[config.mk]
export PLATFORM = sky130hd
export DESIGN_NAME = fetch_unit
export DESIGN_NICKNAME = d
export VERILOG_FILES = /design/src/rtl/fetch_unit.sv
export SDC_FILE = /design/constraint.sdc
export NUM_CORES = 1
export LEC_CHECK = 0
export CORE_ASPECT_RATIO = 2
export CORE_MARGIN = 5
export CORE_UTILIZATION = 52
export CTS_BUF_LIST = sky130_fd_sc_hd__clkbuf_2
export DETAILED_ROUTE_END_ITERATION = 8
export PLACE_DENSITY = 0.77
export RECOVER_POWER = 25
export REMOVE_ABC_BUFFERS = 1
export SLEW_MARGIN = 30
export SYNTH_ARGS = -nofsm -noshare
export SYNTH_HDL_FRONTEND = slang
export SYNTH_SLANG_ARGS = --single-unit
export TNS_END_PERCENT = 30
[constraint.sdc]
create_clock -name clk -period 6.1 [get_ports clk]
set_input_delay 1.22 -clock clk [delete_from_list [all_inputs] [get_ports clk]]
set_output_delay 1.22 -clock clk [all_outputs]
set_load 0.005 [all_outputs]
[src/rtl/fetch_unit.sv]
// rtl/fetch_unit.sv - instruction fetch stage: PC owner, in-order imem requests, instruction FIFO
//
// Purpose: issues in-order 16-bit word fetches to a variable-latency instruction
// memory, buffers responses in a DEPTH-entry FIFO tagged with their PC and hands
// them to decode. Redirects flush and refetch; HLT freezes issue until reset.
//
// Optional feature macro: FETCH_BYPASS_EN (response forwarded straight to decode
// when the FIFO is empty; default build has no bypass and one cycle of latency).
//
// Ports:
//   clk, rst                      clock, synchronous active-high reset
//   redirect_valid, redirect_pc   taken branch/jump: flush and refetch from target
//   halt / halted                 freeze issue (sticky) / issue frozen
//   imem_req, imem_addr, imem_ready   request channel to instruction memory
//   imem_rvalid, imem_rdata       in-order response channel
//   if_valid, if_instr, if_pc, if_pcs, id_ready   instruction handoff to decode
module fetch_unit #(
    parameter logic [15:0] RESET_PC = 16'h0000,
    parameter int          DEPTH    = 4,
    parameter int          OUTST    = 2
) (
    input  logic        clk,
    input  logic        rst,
    input  logic        redirect_valid,
    input  logic [15:0] redirect_pc,
    input  logic        halt,
    output logic        imem_req,
    output logic [15:0] imem_addr,
    input  logic        imem_ready,
    input  logic        imem_rvalid,
    input  logic [15:0] imem_rdata,
    output logic        if_valid,
    output logic [15:0] if_instr,
    output logic [15:0] if_pc,
    output logic [15:0] if_pcs,
    input  logic        id_ready,
    output logic        halted
);

    localparam int AW = $clog2(DEPTH);
    localparam int CW = AW + 1;
    localparam logic [CW:0]   DEPTH_L = (CW + 1)'(DEPTH);
    localparam logic [CW-1:0] OUTST_L = CW'(OUTST);

    logic [15:0]   fetch_pc_q, fetch_pc_d;
    logic [15:0]   resp_pc_q, resp_pc_d;
    logic [15:0]   fifo_instr_q [DEPTH];
    logic [15:0]   fifo_pc_q    [DEPTH];
    logic [AW-1:0] rd_ptr_q, rd_ptr_d;
    logic [AW-1:0] wr_ptr_q, wr_ptr_d;
    logic [CW-1:0] count_q, count_d;
    // outst counts every in-flight request, including those already marked for discard
    logic [CW-1:0] outst_q, outst_d;
    logic [CW-1:0] discard_q, discard_d;
    logic          halted_q, halted_d;

    logic          fifo_empty;
    logic [CW:0]   occupancy;
    logic          can_issue;
    logic          issue;
    logic          drop;
    logic          accept;
    logic          byp;
    logic          push;
    logic          pop;

    always_comb begin
        fifo_empty = (count_q == '0);
        // A FIFO slot is reserved at issue, so every response is guaranteed room
        occupancy  = {1'b0, count_q} + {1'b0, outst_q};
        can_issue  = (outst_q < OUTST_L) && (occupancy < DEPTH_L);
        imem_req   = !rst && !halted_q && !halt && !redirect_valid && can_issue;
        imem_addr  = fetch_pc_q;
        issue      = imem_req && imem_ready;

        drop       = imem_rvalid && (discard_q != '0);
        accept     = imem_rvalid && !drop;

`ifdef FETCH_BYPASS_EN
        byp        = accept && fifo_empty && !redirect_valid && !rst;
`else
        byp        = 1'b0;
`endif

        if_valid   = !rst && !redirect_valid && (!fifo_empty || byp);
        if_instr   = byp ? imem_rdata : fifo_instr_q[rd_ptr_q];
        if_pc      = byp ? resp_pc_q  : fifo_pc_q[rd_ptr_q];
        if_pcs     = if_pc + 16'd2;
        halted     = halted_q || (halt && !rst);

        // A bypassed word consumed by decode never enters the FIFO
        pop        = if_valid && id_ready && !byp;
        push       = accept && !redirect_valid && !(byp && id_ready);

        fetch_pc_d = fetch_pc_q;
        resp_pc_d  = resp_pc_q;
        rd_ptr_d   = rd_ptr_q;
        wr_ptr_d   = wr_ptr_q;
        count_d    = count_q;
        discard_d  = discard_q;
        halted_d   = halted_q || halt;
        outst_d    = outst_q + CW'(issue) - CW'(imem_rvalid);

        if (redirect_valid) begin
            fetch_pc_d = {redirect_pc[15:1], 1'b0};
            resp_pc_d  = {redirect_pc[15:1], 1'b0};
            rd_ptr_d   = '0;
            wr_ptr_d   = '0;
            count_d    = '0;
            // Everything still in flight after this cycle belongs to the old stream
            discard_d  = outst_q - CW'(imem_rvalid);
        end else begin
            if (issue)  fetch_pc_d = fetch_pc_q + 16'd2;
            if (accept) resp_pc_d  = resp_pc_q + 16'd2;
            if (drop)   discard_d  = discard_q - CW'(1);
            if (push)   wr_ptr_d   = wr_ptr_q + AW'(1);
            if (pop)    rd_ptr_d   = rd_ptr_q + AW'(1);
            count_d = count_q + CW'(push) - CW'(pop);
        end
    end

    always_ff @(posedge clk) begin
        if (rst) begin
            fetch_pc_q <= RESET_PC;
            resp_pc_q  <= RESET_PC;
            rd_ptr_q   <= '0;
            wr_ptr_q   <= '0;
            count_q    <= '0;
            outst_q    <= '0;
            discard_q  <= '0;
            halted_q   <= 1'b0;
        end else begin
            fetch_pc_q <= fetch_pc_d;
            resp_pc_q  <= resp_pc_d;
            rd_ptr_q   <= rd_ptr_d;
            wr_ptr_q   <= wr_ptr_d;
            count_q    <= count_d;
            outst_q    <= outst_d;
            discard_q  <= discard_d;
            halted_q   <= halted_d;
        end
    end

    // Storage needs no reset: occupancy is tracked by count_q
    always_ff @(posedge clk) begin
        if (push) begin
            fifo_instr_q[wr_ptr_q] <= imem_rdata;
            fifo_pc_q[wr_ptr_q]    <= resp_pc_q;
        end
    end

endmodule

==> flow_summary.yaml, run 1 <==
detailed_routing:
  first_iter_violations: 160
  avgViaCountPerCell: 5.39
  drtAntennaViolNets: 0
  routed_wl_um: 13700
  wl_per_cell_um: 17.3
  dr_total_vias: 4272
  drcViolationCount: 0
  drtPass1Iterations: 5
finish:
  layout.nets: 648
  fillers: 1091
  final_common_cell: "edfxtp_1"
  layout_common_cells: "edfxtp_1 (124), clkdlybuf4s50_1 (93), dfxtp_1 (44)"
  drive_gt1_frac: 0.120
  area_growth_syn_to_layout_pct: 19.0
timing:
  maxSlewViolCount: 0
  hold_viol_final: 0
  finalSetupViolCount: 0
  max_freq_mhz: 201
  rsz0062_at_grt: "false"
  hold_slack_ns: 0.530
  fin_worst_skew_ns: 0.0433
  slew_headroom: 0.417
  min_period_over_period: 0.815
  setup_tns_ns: 0
  worstMarginPinSlew_ns: 0.875
  min_period_ns: 4.97
setup_path:
  crit_chain: "buf_4 > mux4_1 > and4_4 > nand3_4 > nor3_2 > xor2_1 > clkdlybuf4s50_1"
  crit_arrival_ns: 3.75
  critPathSlowestCell: "dfxtp_2"
  required_ns: 4.88
  slowest_delay_ns: 0.91
  endpoint_kind: "output port"
  cp-start-kind: "register"
  critical_path_class: "register to output port"
  crit_fanout: 24
flow_run:
  drv_cap: 0
power:
  swShare: 0.252
  p_leak_nw: 2.91
  pwr-share-clk: 0.260
  worst_ir_drop_vdd_v: 0.000154
  powerDensity_nw_per_um2: 242
  p_comb_frac: 0.115
  p_switching_mw: 0.532
  intPower_mw: 1.57
  p_seq_frac: 0.625
yosys:
  synth_edf_count: 124
  ys_ff_latch: 170
  syn_inst: 483
  async_flop_share: 0
  netlist_area_um2: 7320
  avgSynthCellArea_um2: 15.2
  seq_area_frac_synth: 0.634
  synth-main-ff-cell: "edfxtp_1"
  yosysWarnings: 0
  ys_types: 53
clock_network:
  post-cts-setup-buffers: 0
  cts_buffer_depth: 2
  cts_resized: 0
  clk_latency_ns: 0.69
  clkSinkCount: 170
  clock-root-buffer: "clkbuf_2"
  clkTransAtPathRegs_ns: 0.24
  htree_levels: 4
  cts_tree: "yes"
  hold_buffers: 0
  cts_made_buffers: 17
global_routing:
  antenna_found_initial: 1
  grt_max_degree: 44
  grt_pass1_vias: 4525
  grt_overflow: 0
  globalRouteTotalUtil: 0.174
  grt_pass1_wl_um: 22200
floorplan:
  die_h_um: 178
  io_pins: 106
  fp.dieW_um: 93.9
  fp-row-count: 61
  start_util: 0.527
  fp.dieArea_um2: 16700
  core_area_um2: 13900
placement:
  globalplace.congestion: 0.852
  numPortBuffers: 101
  hpwl_um: 9620
hold_path:
  hold_path_class: "register to register"
status:
  status: "complete, no violations"
[path summary, 6_finish.rpt]
| path | depth (start not counted) | slack (ns) | end | from |
|---|---|---|---|---|
| worst max-delay path | 7 | 1.13 | if_pcs[15] | register |
| worst min-delay path | 2 | 0.53 | wr_ptr_q[1]$_SDFFE_PP0P_ | wr_ptr_q[1]$_SDFFE_PP0P_ |
| worst max register to register | 12 | 3.41 | count_q[2]$_SDFF_PP0_ | discard_q[0]$_SDFFE_PP0P_ |
| worst min register to register | 2 | 0.53 | wr_ptr_q[1]$_SDFFE_PP0P_ | wr_ptr_q[1]$_SDFFE_PP0P_ |
[layer usage]
layer	up-vias	wire (µm)	track usage
met4	0	252	0.0561
li1	2036	-	-
met2	107	8010	0.336
met1	2116	4940	0.179
met3	13	484	0.0412
met5	-	0	0
[cells by family (layout without fill, tap and decap cells)]
logic type / count (synthesis) / in the layout / share of synthesized area
buffers and inverters: 41 / 158 / 0.0280
other: 1 / 4 / 0.000512
muxes: 33 / 33 / 0.102
and+or+nand+nor: 115 / 115 / 0.0873
AOI/OAI and AO/OA: 57 / 57 / 0.0562
adders and majority gates: 20 / 20 / 0.0362
xor gates and xnor gates: 46 / 46 / 0.0550
DFF: 170 / 170 / 0.634
[cell usage after synthesis, types with 2 or more instances]
| cell type | instances | area, µm² |
|---|---|---|
| a211oi_1 | 2 | 15.0 |
| a21boi_0 | 22 | 165 |
| a21oi_1 | 5 | 25.0 |
| a311oi_1 | 2 | 17.5 |
| a31oi_1 | 5 | 31.3 |
| and2_1 | 7 | 43.8 |
| and3_1 | 8 | 50.1 |
| and4_1 | 4 | 35.0 |
| buf_2 | 3 | 15.0 |
| buf_4 | 6 | 45.0 |
| clkbuf_1 | 8 | 30.0 |
| dfxtp_1 | 46 | 921 |
| edfxtp_1 | 124 | 3720 |
| fa_1 | 2 | 40.0 |
| ha_1 | 18 | 225 |
| inv_1 | 20 | 75.1 |
| mux2i_1 | 2 | 20.0 |
| mux4_1 | 8 | 210 |
| mux4_2 | 23 | 518 |
| nand2_1 | 26 | 97.6 |
| nand2b_1 | 2 | 12.5 |
| nand3_1 | 12 | 60.1 |
| nand3b_1 | 2 | 15.0 |
| nand4_1 | 11 | 68.8 |
| nor2_1 | 21 | 78.8 |
| nor2b_1 | 2 | 12.5 |
| nor3_1 | 6 | 30.0 |
| o21a_1 | 11 | 82.6 |
| o21ai_0 | 5 | 25.0 |
| or3_1 | 3 | 18.8 |
| xnor2_1 | 22 | 193 |
| xor2_1 | 24 | 210 |
[power groups by stage]
| stage | Combinational, mW | Sequential (mW) | Clock [mW] |
|---|---|---|---|
| CTS | 0.247 | 1.32 | 0.568 |
| global route | 0.268 | 1.32 | 0.618 |
| floorplan | 0.127 | 1.33 | 0 |
| global placement | 0.239 | 1.34 | 0 |
| finish | 0.242 | 1.32 | 0.547 |
| detailed placement | 0.245 | 1.34 | 0 |
[critical path, delay by kind of cell (launching register included)]
family,cells,cell delay (ns)
xor+xnor,1,0.14
simple gates,3,0.45
buf+inv,2,0.87
flops,1,0.91
mux,1,0.70
[per-stage QoR]
| stage | total power, mW | instances | worst slack, ns | area, µm² | utilization |
|---|---|---|---|---|---|
| finish | 2.11 | 792 | 1.13 | 8710 | 0.627 |
| global route | 2.21 | 792 | 0.682 | 8710 | 0.627 |
| CTS | 2.13 | 791 | 0.909 | 8710 | 0.627 |
| detailed placement | 1.59 | 759 | 1.34 | 8480 | 0.611 |
| global placement | 1.58 | 759 | 1.37 | 8480 | 0.611 |
| floorplan | 1.46 | 465 | 1.98 | 7200 | - |
[sequential cells by signal (all words and copies together) (netlist names), named ones only]
register and flops:
rd_ptr_q 2, discard_q 3, resp_pc_q 15, wr_ptr_q 2, count_q 3, halted_q 1
fifo_instr_q 64, outst_q 3, imem_addr 15, fifo_pc_q 60
[final cells by class]
type                            instances  area, µm²  share of cell area
Sequential cell                       170       4650               0.533
Multi-Input combinational cell        274       2480               0.285
Timing Repair Buffer                  105       1040               0.119
Tap cell                              189        236              0.0271
Clock inverter                         14        138              0.0158
Clock buffer                           18       90.1              0.0103
Inverter                               21       78.8             0.00905
Antenna cell                            1       2.50            0.000287
No activity file was read; power rests on OpenSTA's default activity.
==> run 2: changes to the inputs <==
--- a/config.mk
+++ b/config.mk
@@ -7,10 +7,10 @@
 export LEC_CHECK = 0
 export CORE_ASPECT_RATIO = 2
 export CORE_MARGIN = 5
-export CORE_UTILIZATION = 52
+export CORE_UTILIZATION = 51
 export CTS_BUF_LIST = sky130_fd_sc_hd__clkbuf_2
 export DETAILED_ROUTE_END_ITERATION = 8
-export PLACE_DENSITY = 0.77
+export PLACE_DENSITY = 0.79
 export RECOVER_POWER = 25
 export REMOVE_ABC_BUFFERS = 1
 export SLEW_MARGIN = 30
==> constraint.sdc (replaced) <==
create_clock -name clk -period 4.04 [get_ports clk]
set_input_delay 0.808 -clock clk [delete_from_list [all_inputs] [get_ports clk]]
set_output_delay 0.808 -clock clk [all_outputs]
set_load 0.005 [all_outputs]
==> run 2 against run 1 <==
  * Combinational power grew 60%
  * Global-route usage grew 0.27 points
  * Sequential cell count is the same
  * Core utilization shrank 0.91 points
  * Wire length grew 4.1%
  * Critical path depth is the same
  * Sequential power grew 51%
  * Clock-buffer cell count is the same
  * First-iteration DRC count grew 18%
  * Critical path type unchanged
  * Highest routed layer unchanged
==> flow_summary.yaml, run 2 (synthesis gave the netlist of run 1 again) <==
status:
  status: "complete, no violations"
power:
  intPower_mw: 2.38
  powerDensity_nw_per_um2: 360
  p_leak_nw: 2.97
  swShare: 0.251
  p_comb_frac: 0.122
  p_switching_mw: 0.795
  worst_ir_drop_vdd_v: 0.000186
  pwr-share-clk: 0.252
  p_seq_frac: 0.626
  p_total_mw: 3.17
detailed_routing:
  avgViaCountPerCell: 5.35
  drtAntennaViolNets: 0
  dr_total_vias: 4322
  wl_met2_um: 8030
  drt-met1-wl_um: 5210
  drtPass1Iterations: 4
  first_iter_violations: 189
  route.met3.wl_um: 538
  top_layer: "met4"
  drcViolationCount: 0
  routed_wl_um: 14300
  wl_per_cell_um: 17.6
setup_path:
  crit_arrival_ns: 3.06
  crit_fanout: 13
  endpoint_kind: "output port"
  critical_path_class: "register to output port"
  crit_chain: "buf_6 > mux4_2 > and4_4 > nand3_4 > nor2_1 > xor2_1 > clkdlybuf4s50_1"
  required_ns: 3.23
  critPathSlowestCell: "mux4_2"
  slowest_delay_ns: 0.61
  cp-start-kind: "register"
finish:
  final_common_cell: "edfxtp_1"
  largest-register: "fifo_instr_q"
  largest_reg_flops: 64
  design_area_um2: 8820
  regArea_um2: 4650
  drive_gt1_frac: 0.150
  top_regs: "fifo_instr_q x64, fifo_pc_q x60"
  fillers: 1149
  multi_input_area_um2: 2470
  area_growth_syn_to_layout_pct: 20.5
  layout_common_cells: "edfxtp_1 (124), clkdlybuf4s50_1 (89), dfxtp_1 (44)"
  layout.nets: 660
  stdcell_count: 808
clock_network:
  cts_buffer_depth: 2
  htree_levels: 4
  clkSinkCount: 170
  cts_tree: "yes"
  clkTransAtPathRegs_ns: 0.24
  cts_made_buffers: 17
  clock-root-buffer: "clkbuf_2"
  clk_latency_ns: 0.69
flow_run:
  drv_cap: 0
global_routing:
  globalRouteTotalUtil: 0.177
  grt_max_degree: 43
  antenna_found_initial: 2
  grt_pass1_vias: 4627
  grt_pass1_wl_um: 23100
  grt_overflow: 0
timing:
  min_period_ns: 3.87
  setup_tns_ns: 0
  hold_viol_final: 0
  fin_worst_skew_ns: 0.0413
  worstMarginPinSlew_ns: 0.601
  max_freq_mhz: 258
  slew_headroom: 0.596
  finalSetupViolCount: 0
  rsz0062_at_grt: "true"
  min_period_over_period: 0.958
  maxSlewViolCount: 0
floorplan:
  die_h_um: 179
  io_pins: 106
  core_area_um2: 14300
  fp.dieW_um: 94.7
  fp.dieArea_um2: 17000
  fp-row-count: 62
  start_util: 0.513
placement:
  hpwl_um: 9940
  place_area_um2: 8550
  place_inst: 769
  numPortBuffers: 101
  globalplace.congestion: 0.840
hold_path:
  hold_path_class: "register to register"
run 2: timing repair:
action | in CTS | in global routing
pin swaps | 0 | 3
buffers inserted | 0 | 5
endpoints found under the hold margin | 0 | 0
hold buffers | 0 | 0
setup endpoints to repair | 8 | 8
gates resized for setup | 7 | 10
run 2: cell type report:
class                   instances  area share
diodes                          2    0.000567
clock buffers                  18      0.0102
clock inverters                14      0.0139
inverters                      21     0.00893
multi-input cells             274       0.280
flip-flops and latches        170       0.527
well taps                     192      0.0272
repair buffers                117       0.132
run 2: power groups by stage:
stage / Clock [mW] / Combinational, mW / Sequential [mW]
6_report: 0.798 / 0.387 / 1.99
5_1_grt: 0.897 / 0.428 / 2.00
4_1_cts: 0.828 / 0.388 / 1.99
3_5_place_dp: 0 / 0.385 / 2.03
3_3_place_gp: 0 / 0.369 / 2.02
2_1_floorplan: 0 / 0.192 / 2.01
run 2: final timing paths:
kind | cells past startpoint | from | slack [ns] | end
setup / recovery | 7 | register | 0.17 | if_pcs[13]
hold / removal | 2 | wr_ptr_q[1]$_SDFFE_PP0P_ | 0.54 | wr_ptr_q[1]$_SDFFE_PP0P_
setup reg to reg | 13 | discard_q[0]$_SDFFE_PP0P_ | 1.47 | count_q[2]$_SDFF_PP0_
hold reg to reg | 2 | wr_ptr_q[1]$_SDFFE_PP0P_ | 0.54 | wr_ptr_q[1]$_SDFFE_PP0P_
run 2: routing by layer:
| metal | track usage | vias up |
|---|---|---|
| li1 | - | 2056 |
| met1 | 0.191 | 2114 |
| met2 | 0.320 | 118 |
| met3 | 0.0402 | 34 |
| met4 | 0.0781 | 0 |
| met5 | 0 | - |
run 2: stage by stage:
step | hold WS, ns | setup WS (ns) | utilization
after global placement | 0.477 | 0.577 | 0.599
after CTS | 0.530 | 0.00500 | 0.615
after floorplan | 0.469 | 0.333 | -
final | 0.540 | 0.171 | 0.618
after detailed placement | 0.505 | 0.552 | 0.599
after global routing | 0.551 | -0.0543 | 0.618
run 2: critical path: cells and delay by family, from the launching register on:
kind | cells | cell delay, ns
XOR/XNOR | 1 | 0.13
AND/OR/NAND/NOR | 3 | 0.45
flip-flops | 1 | 0.46
buffers and inverters | 2 | 0.75
multiplexers | 1 | 0.61
